## src/rtl/ram_bist.sv

```systemverilog
// March-free RAM self-test: writes an address-derived pattern to every location,
// reads everything back through a latency-matched pipeline and reports the result.
module ram_bist #(
    parameter int ADDR_W = 8,
    parameter int DATA_W = 16,
    parameter int RD_LAT = 1
) (
    input  logic              clk,
    input  logic              rst_n,
    input  logic              start,
    input  logic              abort,
    input  logic [DATA_W-1:0] seed,
    output logic [DATA_W-1:0] mem_data_in,
    output logic [ADDR_W-1:0] mem_addr,
    output logic              mem_enable,
    output logic              mem_write_en,
    input  logic [DATA_W-1:0] mem_data_out,
    output logic              busy,
    output logic              done,
    output logic              pass,
    output logic [ADDR_W:0]   err_count,
    output logic [ADDR_W-1:0] first_err_addr,
    output logic [DATA_W-1:0] first_err_data
);

    localparam int DEPTH = 2 ** ADDR_W;
    localparam logic [ADDR_W-1:0] LAST_ADDR = ADDR_W'(DEPTH - 1);

    typedef enum logic [2:0] {
        S_IDLE,
        S_WRITE,
        S_READ,
        S_DRAIN,
        S_DONE
    } state_t;

    state_t                         state_q;
    logic [DATA_W-1:0]              seed_q;
    logic [DATA_W-1:0]              memDataIn_q;
    logic [ADDR_W-1:0]              memAddr_q;
    logic                           memEnable_q;
    logic                           memWriteEn_q;
    logic                           busy_q;
    logic                           done_q;
    logic                           pass_q;
    logic [ADDR_W:0]                errCount_q;
    logic [ADDR_W-1:0]              firstErrAddr_q;
    logic [DATA_W-1:0]              firstErrData_q;
    logic [RD_LAT-1:0]              pipeValid_q;
    logic [RD_LAT-1:0][ADDR_W-1:0]  pipeAddr_q;
    logic [RD_LAT-1:0][DATA_W-1:0]  pipeExp_q;

    logic                           isLastAddr;
    logic                           abortNow;
    logic                           mismatch;
    logic [ADDR_W:0]                errCount_d;
    logic [ADDR_W-1:0]              addrNext_d;

    function automatic logic [DATA_W-1:0] pattern(input logic [ADDR_W-1:0] a,
                                                  input logic [DATA_W-1:0] s);
        return (DATA_W'(a) << 1) + s;
    endfunction

    always_comb begin
        isLastAddr = (memAddr_q == LAST_ADDR);
        addrNext_d = memAddr_q + 1'b1;
        abortNow   = abort && (state_q == S_WRITE || state_q == S_READ || state_q == S_DRAIN);
        mismatch   = pipeValid_q[RD_LAT-1] && (mem_data_out != pipeExp_q[RD_LAT-1]);
        errCount_d = (errCount_q == '1) ? errCount_q : errCount_q + 1'b1;
    end

    // The pipeline tail lines up with the edge on which the RAM's read data is valid.
    always_ff @(posedge clk or negedge rst_n) begin
        if (!rst_n) begin
            state_q        <= S_IDLE;
            seed_q         <= '0;
            memDataIn_q    <= '0;
            memAddr_q      <= '0;
            memEnable_q    <= 1'b0;
            memWriteEn_q   <= 1'b0;
            busy_q         <= 1'b0;
            done_q         <= 1'b0;
            pass_q         <= 1'b0;
            errCount_q     <= '0;
            firstErrAddr_q <= '0;
            firstErrData_q <= '0;
            pipeValid_q    <= '0;
            pipeAddr_q     <= '0;
            pipeExp_q      <= '0;
        end else begin
            for (int i = 1; i < RD_LAT; i++) begin
                pipeValid_q[i] <= pipeValid_q[i-1];
                pipeAddr_q[i]  <= pipeAddr_q[i-1];
                pipeExp_q[i]   <= pipeExp_q[i-1];
            end
            pipeValid_q[0] <= (state_q == S_READ);
            pipeAddr_q[0]  <= memAddr_q;
            pipeExp_q[0]   <= pattern(memAddr_q, seed_q);

            if (mismatch && !abortNow) begin
                errCount_q <= errCount_d;
                if (errCount_q == '0) begin
                    firstErrAddr_q <= pipeAddr_q[RD_LAT-1];
                    firstErrData_q <= mem_data_out;
                end
            end

            case (state_q)
                S_IDLE: begin
                    done_q <= 1'b0;
                    if (start) begin
                        state_q        <= S_WRITE;
                        seed_q         <= seed;
                        busy_q         <= 1'b1;
                        pass_q         <= 1'b0;
                        errCount_q     <= '0;
                        firstErrAddr_q <= '0;
                        firstErrData_q <= '0;
                        memAddr_q      <= '0;
                        memEnable_q    <= 1'b1;
                        memWriteEn_q   <= 1'b1;
                        memDataIn_q    <= pattern('0, seed);
                    end
                end
                S_WRITE: begin
                    if (isLastAddr) begin
                        state_q      <= S_READ;
                        memAddr_q    <= '0;
                        memWriteEn_q <= 1'b0;
                        memDataIn_q  <= '0;
                    end else begin
                        memAddr_q   <= addrNext_d;
                        memDataIn_q <= pattern(addrNext_d, seed_q);
                    end
                end
                S_READ: begin
                    if (isLastAddr) begin
                        state_q     <= S_DRAIN;
                        memAddr_q   <= '0;
                        memEnable_q <= 1'b0;
                    end else begin
                        memAddr_q <= addrNext_d;
                    end
                end
                S_DRAIN: begin
                    if (pipeValid_q == '0) begin
                        state_q <= S_DONE;
                        done_q  <= 1'b1;
                        pass_q  <= (errCount_q == '0);
                    end
                end
                S_DONE: begin
                    state_q <= S_IDLE;
                    done_q  <= 1'b0;
                    busy_q  <= 1'b0;
                end
                default: begin
                    state_q <= S_IDLE;
                end
            endcase

            // Abort drops the RAM off the bus and discards in-flight reads; partial results stay.
            if (abortNow) begin
                state_q      <= S_IDLE;
                busy_q       <= 1'b0;
                done_q       <= 1'b0;
                memEnable_q  <= 1'b0;
                memWriteEn_q <= 1'b0;
                memAddr_q    <= '0;
                memDataIn_q  <= '0;
                pipeValid_q  <= '0;
            end
        end
    end

    assign mem_data_in    = memDataIn_q;
    assign mem_addr       = memAddr_q;
    assign mem_enable     = memEnable_q;
    assign mem_write_en   = memWriteEn_q;
    assign busy           = busy_q;
    assign done           = done_q;
    assign pass           = pass_q;
    assign err_count      = errCount_q;
    assign first_err_addr = firstErrAddr_q;
    assign first_err_data = firstErrData_q;

endmodule

```

## config.mk

```make
export PLATFORM = sky130hd
export DESIGN_NAME = ram_bist
export DESIGN_NICKNAME = d
export VERILOG_FILES = /design/src/rtl/ram_bist.sv
export SDC_FILE = /design/constraint.sdc
export NUM_CORES = 1
export LEC_CHECK = 0
export CAP_MARGIN = 20
export CELL_PAD_IN_SITES_DETAIL_PLACEMENT = 1
export CELL_PAD_IN_SITES_GLOBAL_PLACEMENT = 2
export CORE_MARGIN = 2
export CORE_UTILIZATION = 37
export CTS_BUF_LIST = sky130_fd_sc_hd__clkbuf_4
export CTS_CLUSTER_SIZE = 30
export DETAILED_ROUTE_END_ITERATION = 6
export PLACE_DENSITY = 0.95
export SLEW_MARGIN = 20
export SYNTH_ARGS = -nofsm -noshare
export SYNTH_HDL_FRONTEND = slang
export SYNTH_SLANG_ARGS = --single-unit
```

## constraint.sdc

```tcl
create_clock -name clk -period 4 [get_ports clk]
set_input_delay 1 -clock clk [delete_from_list [all_inputs] [get_ports clk]]
set_output_delay 1 -clock clk [all_outputs]
set_load 0.02 [all_outputs]
```

## Word level (Yosys, flattened, before mapping)

Cells that the tools add are included.

| word-level totals | value |
|---|---|
| register bits | 106 |
| input port bits | 36 |

| cells by class | value |
|---|---|
| $add $sub $neg | 4 |
| equal/unequal tests | 13 |
| muxes and demuxes | 41 |
| reduce and logical (&&, ||, !) cells | 25 |

Operator list:

| operator | number |
|---|---|
| $mux 16 | 7 |
| $mux 8 | 7 |
| $mux 9 | 4 |
| $add 9x16->16 | 2 |
| $pmux 16 s2 | 1 |
| $ne 16x16->1 | 1 |
| $pmux 8 s2 | 1 |
| $mux 3 | 5 |
| $reduce_bool 3->1 | 5 |
| $ne 3x3->1 const B | 4 |
| $pmux 3 s4 | 1 |
| $mux 1 | 10 |
| $pmux 1 s2 | 5 |
| $reduce_and 2->1 | 5 |
| $add 9x1->9 const B | 1 |
| $eq 9x9->1 const B | 1 |
| $logic_not 9->1 | 1 |
| $reduce_and 3->1 | 3 |
| $add 8x1->8 const B | 1 |
| $eq 8x8->1 const B | 1 |
| $eq 3x2->1 const B | 2 |
| $ne 2x2->1 const B | 2 |
| $reduce_and 4->1 | 1 |
| $reduce_or 2->1 | 2 |
| other kinds (7) | 10 |

## Depth between registers and ports, before layout

Gate-level depths: netlist of run 1.

| depth | value |
|---|---|
| depth after elaboration | 9 |
| depth in mapped cells | 11 |

## Worst setup path after synthesis of run 1

Ideal clock, no wire load.

| path | value |
|---|---|
| path type | reg2reg |
| start point | reg memAddr_q[0], in the netlist mem_addr[0] |
| end point | reg memDataIn_q[12], in the netlist mem_data_in[12] |
| library setup time | 69 ps |
| data arrival time | 2,730 ps |
| required time | 3,931 ps |
| setup slack | 1,201 ps |
| cell stages (with the launch flop) | 11 |
| cell sequence | dfrtp_1 ha_1 nand3_2 nor2_1 xor2_1 ha_1 a21oi_1 o22a_1 o31ai_1 or4b_1 nand3_1 |

| between the ends | value |
|---|---|
| cells in the longest elaborated chain, start to end | 5 |

RTL lines:

| item | RTL line | RTL |
|---|---|---|
| from (decl) | 40 | `logic [ADDR_W-1:0] memAddr_q;` |
| from (signal assigned) | 132 | `memAddr_q <= addrNext_d;` |
| from (signal assigned) | 142 | `memAddr_q <= addrNext_d;` |
| $add 8x1->8 | 66 | `addrNext_d = memAddr_q + 1'b1;` |
| $add 9x16->16 | 61 | `return (DATA_W'(a) << 1) + s;` |
| $mux 16 (*) | 126 | `if (isLastAddr) begin` |
| $pmux 16 s2 (*) | 108 | `case (state_q)` |
| $mux 16 (*) | 163 | `if (abortNow) begin` |
| to (signal assigned) | 122 | `memDataIn_q <= pattern('0, seed);` |
| to (signal assigned) | 133 | `memDataIn_q <= pattern(addrNext_d, seed_q);` |
| to (decl) | 39 | `logic [DATA_W-1:0] memDataIn_q;` |

Mark *: on every way between the ends. The rest lies on a longest branch, timed or not.
A chain may end at the register's enable or synchronous reset.

## Worst setup path after layout of run 1

Ends and elaborated chain as after synthesis.

==> results.cfg, run 1 <==
[floorplanning]
coreArea_um2 = 15200
die_area_um2 = 16530
rows = 45
chipHeight_um = 128.6
die_w_um = 128.6
initial_core_util = 0.3776
ios = 98

[timing]
maxSlewViolCount = 0
fin_crit_ns = 3.154
finalSetupViolations = 0
relSlewSlack = 0.3352
hold_viol_final = 0
rsz0062_at_grt = no
tns_ns = 0
worst_pin_slew_ns = 0.9890
finalClockSkew_ns = 0.01782
fmax_mhz = 317.0
fin_crit_sh = 0.7885
finalWorstSetupSlack_ns = 0.8458

[synthesis]
synth_nets = 639
ys_warn_count = 0
synth_cells = 580
synth_edf_count = 0
synth.top_cell.area_share = 0.4621
synth_area_leaders = dfrtp_1, nand2_1, xor2_1
synthesis.area_um2 = 5741
synth_seq_area_share = 0.4621
syn_area_per_cell_um2 = 9.897
synth_top_area_cell = dfrtp_1
ys.flop_type = dfrtp_1
async_flop_share = 1.000
synth-seq-cells = 106
ys_types = 67

[clock_network]
htree_levels = 3
clockBufferDepth = 2
clkLatencyLatePin_ns = 0.50
ctsResizeCount = 0
cts_root_buffer = clkbuf_4
cts_sinks = 106
ctsHoldBuffers = 0
cts_setup_buffers = 0
cts_buffers = 9
clk_pin_slew_ns = 0.17
cts_tree = done

[worst_setup_path]
reg2reg_from = mem_addr[0]
criticalPathCategory = flip-flop to flip-flop
reg2reg_slack_ns = 0.85
ff2ff_path_depth = 10
worstPathArrival_ns = 3.59
critical_path_required_ns = 4.43
crit_path_max_fanout = 9
endpoint_kind = flip-flop
critPathLaunchType = flip-flop
reg2reg_to = mem_data_in[12]

[grt]
grt_max_degree = 47
antenna_found_initial = 1
grt_pass1_wl_um = 26850
grt_overflow = 0
grt_use_total = 0.2075
first_global_vias = 5108

[detailed_routing]
drcViolationCount = 0
wl_per_cell_um = 19.07
drt-initial-drc-count = 354
routed_wirelength_um = 16400
postRouteAntennaNets = 0
vias = 4769
via_per_inst = 5.545
firstDrtPassIters = 4

[power_and_ir_drop]
ir_worst_vdd_v = 0.0003034
cellPowerDensity_nw_per_um2 = 521.3
power.leakage_nw = 2.952

[finish]
seqCellArea_um2 = 2653
fillers = 1728
fin_nets = 726
area_delta_synth_final_pct = 21.77
multiInputGateArea_um2 = 2845
drive_above_1_share = 0.1103

[worst_hold_path]
min_delay_worst_endpoint = pipeExp_q[0]
min_path_type = flip-flop to flip-flop
hold_depth = 0
worstHoldStart = seed_q[0]

[placed_design]
gp_congestion = 0.9316
portBuffers = 97
place_ws_ns = 0.7227
hpwl_um = 12160

[flow_run]
maxCapViolCount = 0

[status]
status = finished, final reports clean
## sequential cells by signal, indices dropped and copies added, names as in the netlist
signal	cells
state_q	3
mem_data_in	16
pass	1
mem_write_en	1
seed_q	16
done	1
err_count	9
pipeAddr_q	8
mem_addr	8
busy	1
pipeExp_q	16
pipeValid_q	1
first_err_data	16
mem_enable	1
first_err_addr	8
## cells by family (layout without fill, tap and decap cells)
group                      Yosys count  count (layout)  synth area share
and+or+nand+nor                    202             202            0.1744
adders and majority gates           23              23           0.05275
DFF                                106             106            0.4621
AOI/OAI and AO/OA                  158             158            0.2014
xor gates and xnor gates            41              41           0.06255
other                                0               1                 0
muxes                                2               2          0.003487
buffers and inverters               48             139           0.04337
## metrics by stage
stage,utilization,area [um^2],power (mW),cells,hold slack [ns]
floorplan,-,5741,2.486,580,0.3745
global placement,0.4492,6829,3.024,843,0.4036
detailed placement,0.4510,6857,3.089,844,0.4185
CTS,0.4597,6988,3.668,859,0.4538
global route,0.4598,6990,3.883,860,0.4773
finish,0.4598,6990,3.644,860,0.4455
## cell type report
type                       count  share of cell area
multi-input combinational    426              0.4070
clock inverter                 5            0.008054
timing repair buffer         106              0.1511
inverter                      18            0.009665
tap                          188             0.03365
antenna                        1           0.0003580
clock buffer                  10             0.01074
sequential                   106              0.3795
## cell usage after synthesis, drive strengths merged, types with 5 or more instances
cell type	n
dfrtp	106
nand2	80
a21oi	52
o21ai	44
nand3	43
xor2	31
nor2	25
buf	22
ha	21
inv	18
xnor2	10
clkbuf	8
nor3	7
nor4	7
a21o	6
nand4	6
o21a	6
a211oi	5
nand2b	5
o31ai	5
## worst max-delay path, cell delays in order, from the launching register on
cell and delay, ns:
dfrtp_1 0.54, ha_1 0.29, nand3_2 0.21, nor2_1 0.23
xor2_1 0.28, ha_1 0.33, a21oi_1 0.24, o22a_1 0.16
o31ai_1 0.17, or4b_1 0.55, nand3_1 0.08
## where the power goes
group	leakage, nW	total [mW]	internal (mW)	switching [mW]
registers	1.40	1.62	1.33	0.281
logic	1.48	1.46	0.612	0.851
clock network	0.0739	0.566	0.194	0.372
## layout by cell type (no fill, tap or decap), types with 6 or more instances in the layout
| cell | synthesis | final |
|---|---|---|
| clkdlybuf4s50_1 | 0 | 96 |
| buf_4 | 0 | 9 |
| ha_1 | 21 | 21 |
| o21ai_0 | 12 | 12 |
| o21ai_1 | 13 | 13 |
| o21a_1 | 6 | 6 |
| nor3_1 | 6 | 6 |
| a21o_1 | 6 | 6 |
| dfrtp_1 | 106 | 106 |
| a21oi_1 | 34 | 34 |
| nand4_1 | 6 | 6 |
| o21ai_2 | 19 | 19 |
| a21oi_2 | 18 | 18 |
| xor2_1 | 31 | 31 |
| inv_1 | 18 | 18 |
| clkbuf_4 | 0 | 10 |
| nor4_1 | 6 | 6 |
| nand3_1 | 42 | 42 |
| nand2_1 | 80 | 80 |
| nor2_1 | 23 | 23 |
| xnor2_1 | 10 | 10 |
## routing by layer
layer | global-route usage | wire, um | up-vias
met2 | 0.3376 | 7777 | 118
met4 | 0.06074 | 216 | 0
li1 | - | - | 2254
met5 | 0 | 0 | -
met1 | 0.2856 | 7752 | 2383
met3 | 0.03701 | 655 | 14
## worst max-delay path by stage
| stage | start | to | cells past startpoint |
|---|---|---|---|
| 3_3_place_gp | abort | mem_data_in[12] | 5 |
| 5_1_grt | mem_addr[0] | mem_data_in[12] | 10 |
| 3_5_place_dp | mem_data_out[14] | err_count[8] | 7 |
| 6_report | mem_addr[0] | mem_data_in[12] | 10 |
| 2_1_floorplan | mem_addr[0] | mem_data_in[12] | 10 |
| 4_1_cts | mem_addr[0] | mem_data_in[12] | 10 |
Power figures use the tool's default switching activity.
==> run 2: changes to the inputs <==
Settings changed: CORE_UTILIZATION 37 to 31, PLACE_DENSITY 0.95 to 0.86.
Clock period 4 ns to 2.6 ns, I/O delays scaled along.
==> run 2 against run 1 <==
The run now ends with design-rule violations left. Worst setup slack worse by 0.79 ns. Hold slack lost 0.37 ns. Combinational power up 64%. Clock skew increased by 0.015 ns. Sequential share of layout area is 2.1 points lower. Global-route usage is 3.0 points lower. Core utilization shrank 5.1 points.
==> results.cfg, run 2 (synthesis gave the netlist of run 1 again) <==
[status]
status = complete, but fails checks
violations = design-rule violations

[timing]
worst_pin_slew_ns = 0.5556
fmax_mhz = 392.9
finalClockSkew_ns = 0.03288
hold_viol_final = 0
relSlewSlack = 0.6264
finalWorstSetupSlack_ns = 0.05465
rsz0062_at_grt = yes
fin_crit_ns = 2.545
finalSetupViolations = 0
maxSlewViolCount = 0
fin_crit_sh = 0.9790

[grt]
grt_max_degree = 39
antenna_found_initial = 1
first_global_vias = 5236
grt_use_total = 0.1777
grt_overflow = 0
grt_pass1_wl_um = 27830

[finish]
post-route-util = 0.4090
drive_above_1_share = 0.1737
final_common_cell = dfrtp_1
fin_nets = 762
final_cell_mix = dfrtp_1, clkdlybuf4s50_1, nand2_1
finalInstanceArea_um2 = 7397
area_delta_synth_final_pct = 28.86

[floorplanning]
initial_core_util = 0.3174
coreArea_um2 = 18090
chipHeight_um = 140.1
ios = 98
die_w_um = 140.1
rows = 49
die_area_um2 = 19620

[worst_hold_path]
min_path_type = primary input to asynchronous set/reset pin

[worst_setup_path]
critPathLaunchType = flip-flop
criticalPathCategory = flip-flop to flip-flop
critical_path_required_ns = 2.99
worstPathArrival_ns = 2.93
endpoint_kind = flip-flop
crit_path_max_fanout = 5

[detailed_routing]
drt-initial-drc-count = 240
routed_wirelength_um = 17180
postRouteAntennaNets = 0
firstDrtPassIters = 7
wl_per_cell_um = 18.32
vias = 4916
via_per_inst = 5.241
drcViolationCount = 10

[power_and_ir_drop]
p_total_mw = 5.682
power.leakage_nw = 3.137
ir_worst_vdd_v = 0.0004181
cellPowerDensity_nw_per_um2 = 768.2

[placed_design]
place_ws_ns = -0.06136
portBuffers = 97
hpwl_um = 13290
dpl-instance-area_um2 = 7178
gp_congestion = 0.8349

[clock_network]
clkLatencyLatePin_ns = 0.50
clk_pin_slew_ns = 0.18
clockBufferDepth = 2
htree_levels = 3
cts_tree = done
cts_sinks = 106
ctsHoldBuffers = 0
cts_buffers = 9
cts_root_buffer = clkbuf_4

[flow_run]
maxCapViolCount = 0
## run 2: cell types whose count changed in the layout (fill, tap and decap cells not counted), moves of 2 or more
cell,change
buf_4,+35
inv_6,+3
buf_12,+2
clkinv_4,-2
dfrtp_1,-2
dfrtp_2,+2
ha_1,-2
ha_4,+2
nor2_1,-2
nor2_4,+2
xor2_1,-2
xor2_2,+2
## run 2: timing repair
item,in CTS,in global routing
resized for setup,1,11
buffers inserted,0,3
pin swaps,0,2
endpoints found under the setup margin,1,30
## run 2: path summary, 6_finish.rpt
kind	start	endpoint	slack (ns)	cells past startpoint
min in group clk	seed_q[0]	pipeExp_q[0]	0.47	0
worst min-delay path	rst_n	mem_enable	0.07	1
max in group asynchronous	rst_n	pipeExp_q[0]	1.83	2
worst max-delay path	mem_addr[0]	pipeExp_q[15]	0.05	9
worst min register to register	seed_q[0]	pipeExp_q[0]	0.47	0
worst max register to register	mem_addr[0]	pipeExp_q[15]	0.05	9
## run 2: metal layers
layer	vias up	track usage	share of wire
li1	2330	-	-
met1	2430	0.2313	0.45
met2	129	0.3015	0.49
met3	27	0.04034	0.045
met4	0	0.04413	0.022
met5	-	0	0
## run 2: cell type report
cell class	instances	area (um^2)
Inverter	18	67.56
Fill cell	2055	10690
Tap cell	229	286.5
Clock buffer	10	75.07
Clock inverter	6	38.79
Sequential cell	106	2655
Multi-Input combinational cell	426	2940
Timing Repair Buffer	142	1331
Antenna cell	1	2.502
## run 2: metrics by stage
stage	std cells	setup TNS, ns	hold slack, ns
floorplan	580	0	0.3544
finish	938	0	0.07398
CTS	934	0	0.07393
global route	938	-0.06216	0.08128
detailed placement	918	-0.3451	0.4175
global placement	918	0	0.4270
## run 2: worst max-delay path: stages, from the launching register on
cell       delay [ns]
dfrtp_2          0.45
buf_4            0.13
ha_1             0.21
inv_1            0.07
fa_1             0.41
nor2b_1          0.17
o31a_1           0.21
o221ai_2         0.19
a2111oi_4        0.36
xor2_1           0.23
## run 2: report_power, final
| group | internal [mW] | switching [mW] | total (mW) |
|---|---|---|---|
| clock | 0.211 | 0.579 | 0.790 |
| sequential | 2.06 | 0.435 | 2.49 |
| combinational | 1.04 | 1.36 | 2.40 |
| total | 3.31 | 2.37 | 5.68 |
